<file path="src/rtl/mips_defs.sv">
// Shared MIPS core definitions: control codes for jumps/branches, reset vector and NOP.
package mips_defs;

    localparam logic [1:0] JUMP_NONE   = 2'b00;
    localparam logic [1:0] JUMP_J      = 2'b01;
    localparam logic [1:0] JUMP_JR     = 2'b10;
    localparam logic [1:0] JUMP_JAL    = 2'b11;

    localparam logic [1:0] BRANCH_NONE = 2'b00;
    localparam logic [1:0] BRANCH_BEQ  = 2'b10;
    localparam logic [1:0] BRANCH_BNE  = 2'b11;

    localparam logic [31:0] RESET_PC   = 32'hBFC0_0000;
    localparam logic [31:0] NOP        = 32'h0000_0000;

    // Source selected for the next fetch address.
    typedef enum logic [2:0] {
        REDIR_SEQ,
        REDIR_HOLD,
        REDIR_JUMP,
        REDIR_JR,
        REDIR_BRANCH
    } redir_e;

endpackage

</file>
<file path="src/rtl/next_pc_calc.sv">
// Combinational next-PC selection for the fetch stage, including the misaligned-target flag.
module next_pc_calc
    import mips_defs::*;
(
    input  logic        i_stall,
    input  logic        i_id_valid,
    input  logic [31:0] i_id_pc,
    input  logic [25:0] i_id_inst_lo,
    input  logic [1:0]  i_id_jump,
    input  logic [1:0]  i_id_branch,
    input  logic        i_id_zero,
    input  logic [31:0] i_id_rs_data,
    input  logic [31:0] i_pc_q,
    output logic [31:0] o_next_pc,
    output logic        o_fetch_adel
);

    logic [31:0] w_seq_pc;
    logic [15:0] w_imm16;
    logic [31:0] w_j_target;
    logic [31:0] w_br_target;
    logic [31:0] w_target;
    logic        w_br_taken;
    logic        w_redirect;
    redir_e      w_kind;

    assign w_seq_pc    = i_id_pc + 32'd4;
    assign w_imm16     = i_id_inst_lo[15:0];
    assign w_j_target  = {w_seq_pc[31:28], i_id_inst_lo, 2'b00};
    assign w_br_target = w_seq_pc + {{14{w_imm16[15]}}, w_imm16, 2'b00};

    // Codes outside the listed set fall to default, so an undefined decode never redirects.
    always_comb begin
        w_br_taken = 1'b0;
        case (i_id_branch)
            BRANCH_BEQ: w_br_taken = i_id_zero;
            BRANCH_BNE: w_br_taken = !i_id_zero;
            default:    w_br_taken = 1'b0;
        endcase
    end

    always_comb begin
        w_kind = REDIR_SEQ;
        if (i_stall) begin
            w_kind = REDIR_HOLD;
        end else if (i_id_valid) begin
            case (i_id_jump)
                JUMP_J, JUMP_JAL: w_kind = REDIR_JUMP;
                JUMP_JR:          w_kind = REDIR_JR;
                default:          if (w_br_taken) w_kind = REDIR_BRANCH;
            endcase
        end
    end

    always_comb begin
        w_target = i_pc_q + 32'd4;
        case (w_kind)
            REDIR_HOLD:   w_target = i_pc_q;
            REDIR_JUMP:   w_target = w_j_target;
            REDIR_JR:     w_target = i_id_rs_data;
            REDIR_BRANCH: w_target = w_br_target;
            default:      w_target = i_pc_q + 32'd4;
        endcase
    end

    assign w_redirect   = (w_kind == REDIR_JUMP) || (w_kind == REDIR_JR) || (w_kind == REDIR_BRANCH);
    assign o_fetch_adel = w_redirect && (w_target[1:0] != 2'b00);
    assign o_next_pc    = w_redirect ? {w_target[31:2], 2'b00} : w_target;

endmodule

</file>
<file path="src/rtl/inst_fetch.sv">
// MIPS IF stage and IF/ID register: owns the PC, drives the synchronous inst SRAM,
// and presents the fetched instruction to decode with an architectural branch delay slot.
module inst_fetch #(
    parameter logic [31:0] RESET_PC = mips_defs::RESET_PC
)(
    input  logic        clk,
    input  logic        reset,
    input  logic        stall,
    input  logic [1:0]  id_jump,
    input  logic [1:0]  id_branch,
    input  logic        id_zero,
    input  logic [31:0] id_rs_data,
    output logic        inst_sram_en,
    output logic [3:0]  inst_sram_wen,
    output logic [31:0] inst_sram_addr,
    output logic [31:0] inst_sram_wdata,
    input  logic [31:0] inst_sram_rdata,
    output logic        id_valid,
    output logic [31:0] id_pc,
    output logic [31:0] id_inst,
    output logic [31:0] id_link_pc,
    output logic        fetch_adel
);

    logic [31:0] r_pc_q;
    logic        r_rd_valid_q;
    logic        r_id_valid;
    logic [31:0] r_id_pc;
    logic [31:0] r_id_inst;
    logic [31:0] w_next_pc;
    logic        w_fetch_adel;

    next_pc_calc u_next_pc_calc (
        .i_stall      (stall),
        .i_id_valid   (r_id_valid),
        .i_id_pc      (r_id_pc),
        .i_id_inst_lo (r_id_inst[25:0]),
        .i_id_jump    (id_jump),
        .i_id_branch  (id_branch),
        .i_id_zero    (id_zero),
        .i_id_rs_data (id_rs_data),
        .i_pc_q       (r_pc_q),
        .o_next_pc    (w_next_pc),
        .o_fetch_adel (w_fetch_adel)
    );

    // r_pc_q is the address whose data is on inst_sram_rdata this cycle; a stall re-issues it.
    always_ff @(posedge clk or posedge reset) begin
        if (reset) begin
            r_pc_q       <= RESET_PC - 32'd4;
            r_rd_valid_q <= 1'b0;
        end else begin
            r_pc_q       <= w_next_pc;
            r_rd_valid_q <= 1'b1;
        end
    end

    // Flow control: stall is the only handshake; while high, PC and IF/ID hold and nothing is
    // consumed; an instruction moves IF->ID on every edge where stall is low.
    always_ff @(posedge clk or posedge reset) begin
        if (reset) begin
            r_id_valid <= 1'b0;
            r_id_pc    <= 32'h0;
            r_id_inst  <= mips_defs::NOP;
        end else if (!stall) begin
            r_id_valid <= r_rd_valid_q;
            r_id_pc    <= r_pc_q;
            r_id_inst  <= r_rd_valid_q ? inst_sram_rdata : mips_defs::NOP;
        end
    end

    assign inst_sram_en    = !reset;
    assign inst_sram_wen   = 4'b0000;
    assign inst_sram_addr  = w_next_pc;
    assign inst_sram_wdata = 32'h0;

    assign id_valid   = r_id_valid;
    assign id_pc      = r_id_pc;
    assign id_inst    = r_id_inst;
    assign id_link_pc = r_id_pc + 32'd8;
    assign fetch_adel = w_fetch_adel && !reset;

endmodule
</file>
<file path="config.mk">
export PLATFORM = sky130hd
export DESIGN_NAME = inst_fetch
export DESIGN_NICKNAME = d
export VERILOG_FILES = /design/src/rtl/mips_defs.sv /design/src/rtl/next_pc_calc.sv /design/src/rtl/inst_fetch.sv
export SDC_FILE = /design/constraint.sdc
export NUM_CORES = 1
export LEC_CHECK = 0
export CORE_MARGIN = 5
export CORE_UTILIZATION = 60
export CTS_BUF_LIST = sky130_fd_sc_hd__clkbuf_2
export CTS_CLUSTER_SIZE = 20
export DETAILED_ROUTE_END_ITERATION = 10
export DONT_BUFFER_PORTS = 1
export GPL_ROUTABILITY_DRIVEN = 0
export PLACE_DENSITY = 0.76
export SLEW_MARGIN = 10
export SYNTH_ARGS = -nofsm -noshare
export SYNTH_HDL_FRONTEND = slang
export SYNTH_SLANG_ARGS = --single-unit
</file>
<file path="constraint.sdc">
create_clock -name clk -period 5.8 [get_ports clk]
set_input_delay 1.16 -clock clk [delete_from_list [all_inputs] [get_ports clk]]
set_output_delay 1.16 -clock clk [all_outputs]
set_load 0.01 [all_outputs]
</file>
After elaboration in Yosys (flattened, before gate mapping)
Index checks and enable logic that the tools add are counted.
- logic and storage cells: 34
- bits of input ports: 72
- register bits after elaboration: 98
- multiplexer cells: 8
- equal/unequal tests: 9
- add/subtract/negate cells: 4
- reduce and logical (&&, ||, !) cells: 8
- operators by type and width (operator ; number):
    32-bit one-hot mux with 4 select lines ; 1
    32-bit by 3-bit adder with 32-bit output, second input constant ; 2
    32-bit adder ; 1
    32-bit by 4-bit adder with 32-bit output, second input constant ; 1
    32-bit 2-to-1 mux ; 1
    3-bit 2-to-1 mux ; 3
    2-bit == test, second input constant ; 4
    3-bit by 2-bit == test with 1-bit output, second input constant ; 2
    3-bit one-hot mux with 2 select lines ; 1
    3-bit by 1-bit == test with 1-bit output, second input constant ; 1
    3-bit == test, second input constant ; 1
    2-bit by 1-bit == test with 1-bit output, second input constant ; 1
    1-bit logical AND ; 2
    1-bit logical NOT ; 2
    1-bit logical OR ; 2
    2-bit 2-to-1 mux ; 1
    1-bit one-hot mux with 2 select lines ; 1
    2-bit nonzero test ; 1
    2-bit OR reduction ; 1

Logic depth before layout (Yosys ltp)
Gate-level depths: netlist of the first run.
- depth in word-level cells: 11
- depth in mapped cells: 18
- gate-level depth less buffers: 17

Cells and area by module
Synthesis of the first run repeated with hierarchy kept, for this count alone.
- cell total of the unflattened synthesis: 806
- area, all modules: 7627.3 um2
- by module, submodules not included (module ; cells an instance ; times used ; area an instance (um2)):
    inst_fetch ; 297 ; 1 ; 4093.9
    next_pc_calc ; 509 ; 1 ; 3533.4

Worst setup path after synthesis of the first run
Ideal clock, no wire load.
- path kind: flip-flop to output port
- start: register r_id_pc[2], in the netlist id_pc[2]
- end: output port inst_sram_addr[29]
- path slack: 1.052 ns
- data required time: 4.640 ns
- arrival: 3.588 ns
- cell stages (with the launch flop): 19
- cell sequence: dfrtp_1 > ha_1 > nand3_2 > nor2_1 > nand3_1 > nor3_1 > nand2_1 > xnor2_1 > ha_1 > clkbuf_1 > a21oi_1 > o21bai_1 > a21o_1 > a21oi_1 > nor2_1 > o21a_1 > a311o_1 > xnor2_1 > o22ai_1
- cells in the longest elaborated chain, start to end: 3
- ends and longest elaborated chain (element ; line ; text):
    start, declared ; inst_fetch.sv:28 ; logic [31:0] r_id_pc;
    start signal, assigned ; inst_fetch.sv:67 ; r_id_pc <= r_pc_q;
    32-bit by 3-bit adder with 32-bit output * ; next_pc_calc.sv:27 ; assign w_seq_pc = i_id_pc + 32'd4;
    32-bit adder ; next_pc_calc.sv:30 ; assign w_br_target = w_seq_pc + {{14{w_imm16[15]}}, w_imm16, 2'b00};
    32-bit one-hot mux with 4 select lines * ; next_pc_calc.sv:57 ; case (w_kind)
    end, declared ; inst_fetch.sv:15 ; output logic [31:0] inst_sram_addr,
Mark *: on every way between the ends. The rest lies on a longest branch, timed or not.

Final worst setup path of the first run
- start: register r_id_pc[3], in the netlist id_pc[3]
- end: output port inst_sram_addr[31]
Same word-level chain as after synthesis.

==> impl_metrics.json, run 1 <==
{
  "synth_compound_area_share_pct": 19.2,
  "clock_sinks": 98,
  "cellPowerDensity_nw_per_um2": 296,
  "cts_setup_buffers": 0,
  "n_antenna_cell": 0,
  "fin_setup_tns_ps": 0,
  "track_usage_pct": 28.6,
  "drtIter0Drc": 661,
  "vias_per_cell": 6.62,
  "ctsLongestPathBuffers": 2,
  "cts_tree": "built",
  "place_hpwl_um": 16200,
  "drv_slew": 0,
  "wire_per_inst_um": 23.1,
  "cap_violations": 0,
  "hold_viol": 0,
  "irDropWorstVdd_mv": 0.213,
  "crit_slowest_cell": "dfrtp_2",
  "crit_start": "id_pc[3]",
  "rr_endpoint": "r_pc_q[31]",
  "pin_count": 239,
  "rows": 41,
  "synth-adder-area-share_pct": 6.03,
  "r2r_setup_slack_ps": 1940,
  "worstPathRequired_ps": 4640,
  "initial_utilization_pct": 60.7,
  "fmaxAchievable_mhz": 179,
  "crit_path_start_kind": "flip-flop",
  "yosys_warnings": 0,
  "fillers": 1097,
  "period_share_pct": 96.2,
  "syn_area_per_cell_sq_um": 9.51,
  "synth-seq-area-share_pct": 32.7,
  "ys_ff_latch": 98,
  "worstSkewPairLatency_ps": 620,
  "dieWidth_um": 123,
  "syn_area_sq_um": 7600,
  "drc": 0,
  "drt_wl_total_um": 21800,
  "htreeDepth": 3,
  "core_sq_um": 12500,
  "synthMuxAreaShare_pct": 4.20,
  "die_h_um": 123,
  "area_growth_pct": 0.0329,
  "relSlewSlack_pct": 31.5,
  "reg2reg_depth": 16,
  "p_leak_nw": 3.30,
  "arrival_ps": 4420,
  "cts-root-buf": "clkbuf_2",
  "min_path_type": "in -> async",
  "crit_path_max_fanout": 11,
  "synth_top_family_by_area": "compound AO/OA/AOI/OAI gates",
  "synthXorXnorAreaFrac_pct": 12.6,
  "path_delay_family": "compound AO/OA/AOI/OAI gates",
  "nets": 876,
  "worst-path-buf-inv": 0,
  "post-place-cells": 929,
  "io_buffer_count": 0,
  "crit_chain": "ha_1 -> nand3_2 -> nor3_4 -> nand2_1 -> or2_2 -> xnor2_1 -> ha_2 -> a21o_1 -> a21o_1 -> a21o_1 -> a21oi_1 -> nor2b_1 -> o41ai_1 -> nand2_1 -> xnor2_1 -> o221ai_2",
  "critPathCaptureType": "output pin",
  "regArea_sq_um": 2490,
  "grt_pass1_vias": 6133,
  "die_area_sq_um": 15000,
  "max_slew.worst_pin.slew_ps": 1030,
  "yosysUniqueCellTypes": 76,
  "period_needed_ps": 5580,
  "outcome": "finished, final reports clean",
  "endpoint": "inst_sram_addr[31]",
  "grt_pass1_wl_um": 33600,
  "rsz0062_at_grt": "true",
  "synth-edff-count": 0,
  "synth_cells": 799,
  "ys_dominant_reg_cell": "dfrtp_1",
  "cp_common_cell": "a21o_1",
  "synthArstFlopShare_pct": 100,
  "clk_pin_slew_worst_paths_ps": 270,
  "grt_max_degree": 105,
  "vias": 6255,
  "r2r_start": "id_pc[3]",
  "layout-drive-gt1-share_pct": 17.3,
  "cp.depth": 16,
  "fin_cells": 945,
  "antenna_found_initial": 0,
  "setup_viol": 0,
  "drt_pass1_iterations": 9,
  "overflow": 0,
  "clock_skew_ps": 31.4,
  "critPathKind": "reg -> out",
  "critical-path-max-stage-delay_ps": 510,
  "yosys.area_share.simple_pct": 16.5,
  "numCtsBuffers": 9,
  "final_antenna_net_count": 0,
  "multiInputGateArea_sq_um": 4690
}
[layer usage]
metal,track usage (%),share of wire [%],vias to the layer above
met3,7.70,12,42
li1,-,-,2802
met2,45.9,46,392
met5,0,0,-
met4,9.59,2.1,0
met1,37.7,39,3019
[cells in the mapped netlist (5+ instances only)]
cell,instances,area (sq um)
o21bai_1,5,37.5
nor2_1,50,188
xor2_1,52,455
and3_1,8,50.1
a31oi_1,13,81.3
buf_1,6,22.5
nand2b_1,5,31.3
ha_1,35,438
a222oi_1,29,290
dfrtp_1,70,1750
clkbuf_1,18,67.6
nor3_1,8,40.0
xnor2_1,54,473
a22o_1,32,280
a21oi_1,43,215
a21o_1,19,143
and2_1,5,31.3
buf_4,41,308
nand4_1,16,100
o221ai_1,13,114
inv_1,19,71.3
clkbuf_8,7,96.3
buf_2,7,35.0
nand3_1,31,155
nand2_1,59,221
mux2_2,27,304
o21ai_0,21,105
o211ai_1,6,45.0
dfstp_2,28,736
[cells in the final DEF (no fill, tap or decap), drive strengths merged, types with 13 or more instances in the layout]
cell type | synthesis | routed
dfrtp | 70 | 70
nand2 | 62 | 62
xnor2 | 54 | 54
xor2 | 54 | 54
nor2 | 54 | 54
a21oi | 43 | 43
conb | 2 | 37
nand3 | 36 | 36
ha | 35 | 35
a22o | 32 | 32
a222oi | 29 | 29
dfstp | 28 | 28
mux2 | 28 | 28
o21ai | 24 | 24
nand4 | 21 | 21
a21o | 19 | 19
inv | 19 | 19
a31oi | 13 | 13
o221ai | 13 | 13
[per-stage QoR]
| step | setup slack [ps] | power [mW] | util, % | hold WS, ps | instance area [sq um] |
|---|---|---|---|---|---|
| final | 223 | 2.25 | 60.7 | 362 | 7600 |
| after detailed placement | 575 | 1.94 | 59.3 | 492 | 7420 |
| after CTS | 15.5 | 2.23 | 60.0 | 327 | 7510 |
| after floorplan | 1050 | 1.77 | - | 472 | 7730 |
| after global routing | 5.19 | 2.39 | 60.7 | 324 | 7600 |
| after global placement | 719 | 1.91 | 59.3 | 481 | 7420 |
[where the power goes]
part	leakage, nW	internal, mW	switching (mW)
Combinational	2.07	0.362	0.521
Sequential	1.19	0.823	0.258
Clock	0.0518	0.0508	0.235
[flip-flops by register name (all words and copies together), names as in the netlist]
name	flops
id_valid	1
id_pc	32
id_inst	32
r_pc_q	32
r_rd_valid_q	1
[area by class of cell]
cell class / instances / share of cell area [%]
clock buffers: 9 / 0.593
clock inverters: 7 / 0.477
inverters: 19 / 0.971
multi-input cells: 633 / 61.6
flip-flops and latches: 98 / 32.8
well taps: 172 / 2.83
repair buffers: 7 / 0.691
[worst min path at each step]
stage | end | startpoint | slack [ps] | depth (start not counted)
finish | r_pc_q[30] | reset | 360 | 1
global route | r_pc_q[30] | reset | 320 | 1
CTS | r_pc_q[30] | reset | 330 | 1
detailed placement | id_pc[0] | r_pc_q[0] | 490 | 1
global placement | id_pc[0] | r_pc_q[0] | 480 | 1
floorplan | id_pc[0] | r_pc_q[0] | 470 | 1
[logic make-up (layout without fill, tap and decap cells)]
| group | after synthesis | after routing |
|---|---|---|
| xor gates and xnor gates | 108 | 108 |
| adders and majority gates | 36 | 36 |
| other | 2 | 37 |
| AOI/OAI and AO/OA | 197 | 197 |
| muxes | 28 | 28 |
| buffers and inverters | 103 | 42 |
| DFF | 98 | 98 |
| and+or+nand+nor | 227 | 227 |
[timing repair]
item	in CTS	in global routing
endpoints found under the setup margin	4	9
hold buffers	0	0
gates resized for setup	4	23
Note: power is estimated with default switching activity, not from simulation.
==> run 2, diff against run 1 <==
MAX_ROUTING_LAYER = met4   (was not set)
==> run 2 against run 1 <==
Against the previous run: final cell count stayed put; largest cell class unchanged; clock power hardly changed; via count is 0.32% higher; total power is 0.12% higher.
==> impl_metrics.json, run 2 (same netlist as run 1, synthesis figures left out) <==
{
  "fin_setup_tns_ps": 0,
  "die_area_sq_um": 15000,
  "grt_pass1_vias": 6141,
  "layout-drive-gt1-share_pct": 17.5,
  "vias_per_cell": 6.64,
  "drt_wl_total_um": 21800,
  "cts_tree": "built",
  "r2r_setup_slack_ps": 1960,
  "fillers": 1096,
  "antenna_found_initial": 0,
  "numCtsBuffers": 9,
  "crit_chain": "ha_1 -> nand3_2 -> nor2_2 -> nand3_2 -> nor2_2 -> xor2_1 -> ha_2 -> nand4_1 -> nor2_1 -> o221ai_1 -> and3b_4 -> o21ai_4 -> a31o_2 -> a31oi_1 -> or4b_1 -> nand3_2",
  "crit_slowest_cell": "dfrtp_2",
  "n_antenna_cell": 0,
  "pin_count": 239,
  "final_cell_mix": "dfrtp_1, nand2_1, xnor2_1",
  "reg2reg_depth": 15,
  "min_path_type": "in -> async",
  "cellPowerDensity_nw_per_um2": 296,
  "dieWidth_um": 123,
  "critical-path-max-stage-delay_ps": 510,
  "area_growth_pct": 0.0658,
  "irDropWorstVdd_mv": 0.213,
  "fin_hold_ws_ps": 346,
  "period_share_pct": 95.9,
  "track_usage_pct": 29.5,
  "htreeDepth": 3,
  "crit_path_max_fanout": 7,
  "fmaxAchievable_mhz": 180,
  "cts_setup_buffers": 0,
  "outcome": "finished, final reports clean",
  "drv_slew": 0,
  "period_needed_ps": 5560,
  "clock_sinks": 98,
  "core_sq_um": 12500,
  "cap_violations": 0,
  "worstPathRequired_ps": 4640,
  "vias": 6275,
  "post_cts_resized": 4,
  "grt_max_degree": 105,
  "rsz0062_at_grt": "false",
  "p_leak_nw": 3.31,
  "total_power_mw": 2.25,
  "path_delay_family": "simple AND/OR/NAND/NOR gates",
  "ctsLongestPathBuffers": 2,
  "worstSkewPairLatency_ps": 630,
  "io_buffer_count": 0,
  "cp_common_cell": "nand3_2",
  "critPathKind": "reg -> out",
  "hold_buffers": 0,
  "wire_per_inst_um": 23.1,
  "hold_viol": 0,
  "overflow": 0,
  "nets": 876,
  "drc": 0,
  "place_hpwl_um": 16200,
  "final_antenna_net_count": 0,
  "clk_pin_slew_worst_paths_ps": 280,
  "drt_pass1_iterations": 9,
  "cts-root-buf": "clkbuf_2",
  "worst-path-buf-inv": 0,
  "die_h_um": 123,
  "rr_endpoint": "r_pc_q[27]",
  "r2r_start": "id_pc[3]",
  "grt_pass1_wl_um": 33500,
  "crit_path_start_kind": "flip-flop",
  "setup_viol": 0,
  "max_slew.worst_pin.slew_ps": 1020,
  "drtIter0Drc": 691,
  "critPathCaptureType": "output pin",
  "initial_utilization_pct": 60.7,
  "relSlewSlack_pct": 31.7,
  "arrival_ps": 4400,
  "rows": 41,
  "layout_commonest_cell": "dfrtp_1",
  "clock_skew_ps": 37.7
}
[run 2: cell counts in the layout (fill, tap and decap cells not counted)]
No cell type changed its count.
[run 2: worst max-delay path by stage]
stage                         from            endpoint  slack, ps  cells after the start
after floorplan           id_pc[2]  inst_sram_addr[29]       1050                     18
after global placement    id_pc[3]  inst_sram_addr[29]        720                     17
after detailed placement  id_pc[3]  inst_sram_addr[29]        570                     17
after CTS                 id_pc[4]  inst_sram_addr[31]         20                     16
after global routing      id_pc[4]  inst_sram_addr[29]         10                     17
final                     id_pc[3]  inst_sram_addr[30]        240                     16
[run 2: final cells by class]
class                   instances  area (sq um)  area share [%]
clock buffers                   9          45.0           0.592
clock inverters                 7          36.3           0.477
inverters                      19          73.8           0.971
multi-input cells             633          4690            61.7
flip-flops and latches         98          2490            32.8
well taps                     172           215            2.83
repair buffers                  7          52.6           0.691
[run 2: worst reg2reg max path, stage by stage, from the launching register on]
cell and delay (ps):
dfrtp_2 510, ha_1 220, nand3_2 160, nor2_2 200, nand3_2 170, nor2_2 140, xor2_1 210, ha_2 360
a21oi_1 170, o211ai_1 140, a211oi_1 260, a31oi_2 160, o31a_1 370, a31oi_1 240, xor2_1 290, o221ai_2 180
[run 2: through the flow]
stage / cell area, sq um / std cells / utilization [%] / setup WS (ps)
after global placement: 7420 / 929 / 59.3 / 719
after global routing: 7600 / 945 / 60.7 / 11.7
after detailed placement: 7420 / 929 / 59.3 / 575
after floorplan: 7730 / 834 / - / 1050
after CTS: 7510 / 945 / 60.0 / 15.5
final: 7600 / 945 / 60.7 / 238
[run 2: per-layer routing]
layer | wire length [um] | track usage (%) | vias up | part of all wire [%]
li1 | - | - | 2808 | -
met1 | 8830 | 38.1 | 3051 | 41
met2 | 10100 | 45.9 | 375 | 47
met3 | 2350 | 7.28 | 41 | 11
met4 | 465 | 9.66 | 0 | 2.1
met5 | 0 | - | - | 0
[run 2: power by group]
part / leakage [nW] / internal, mW / switching [mW]
Sequential: 1.19 / 0.823 / 0.258
Combinational: 2.07 / 0.361 / 0.521
Clock: 0.0518 / 0.0508 / 0.238
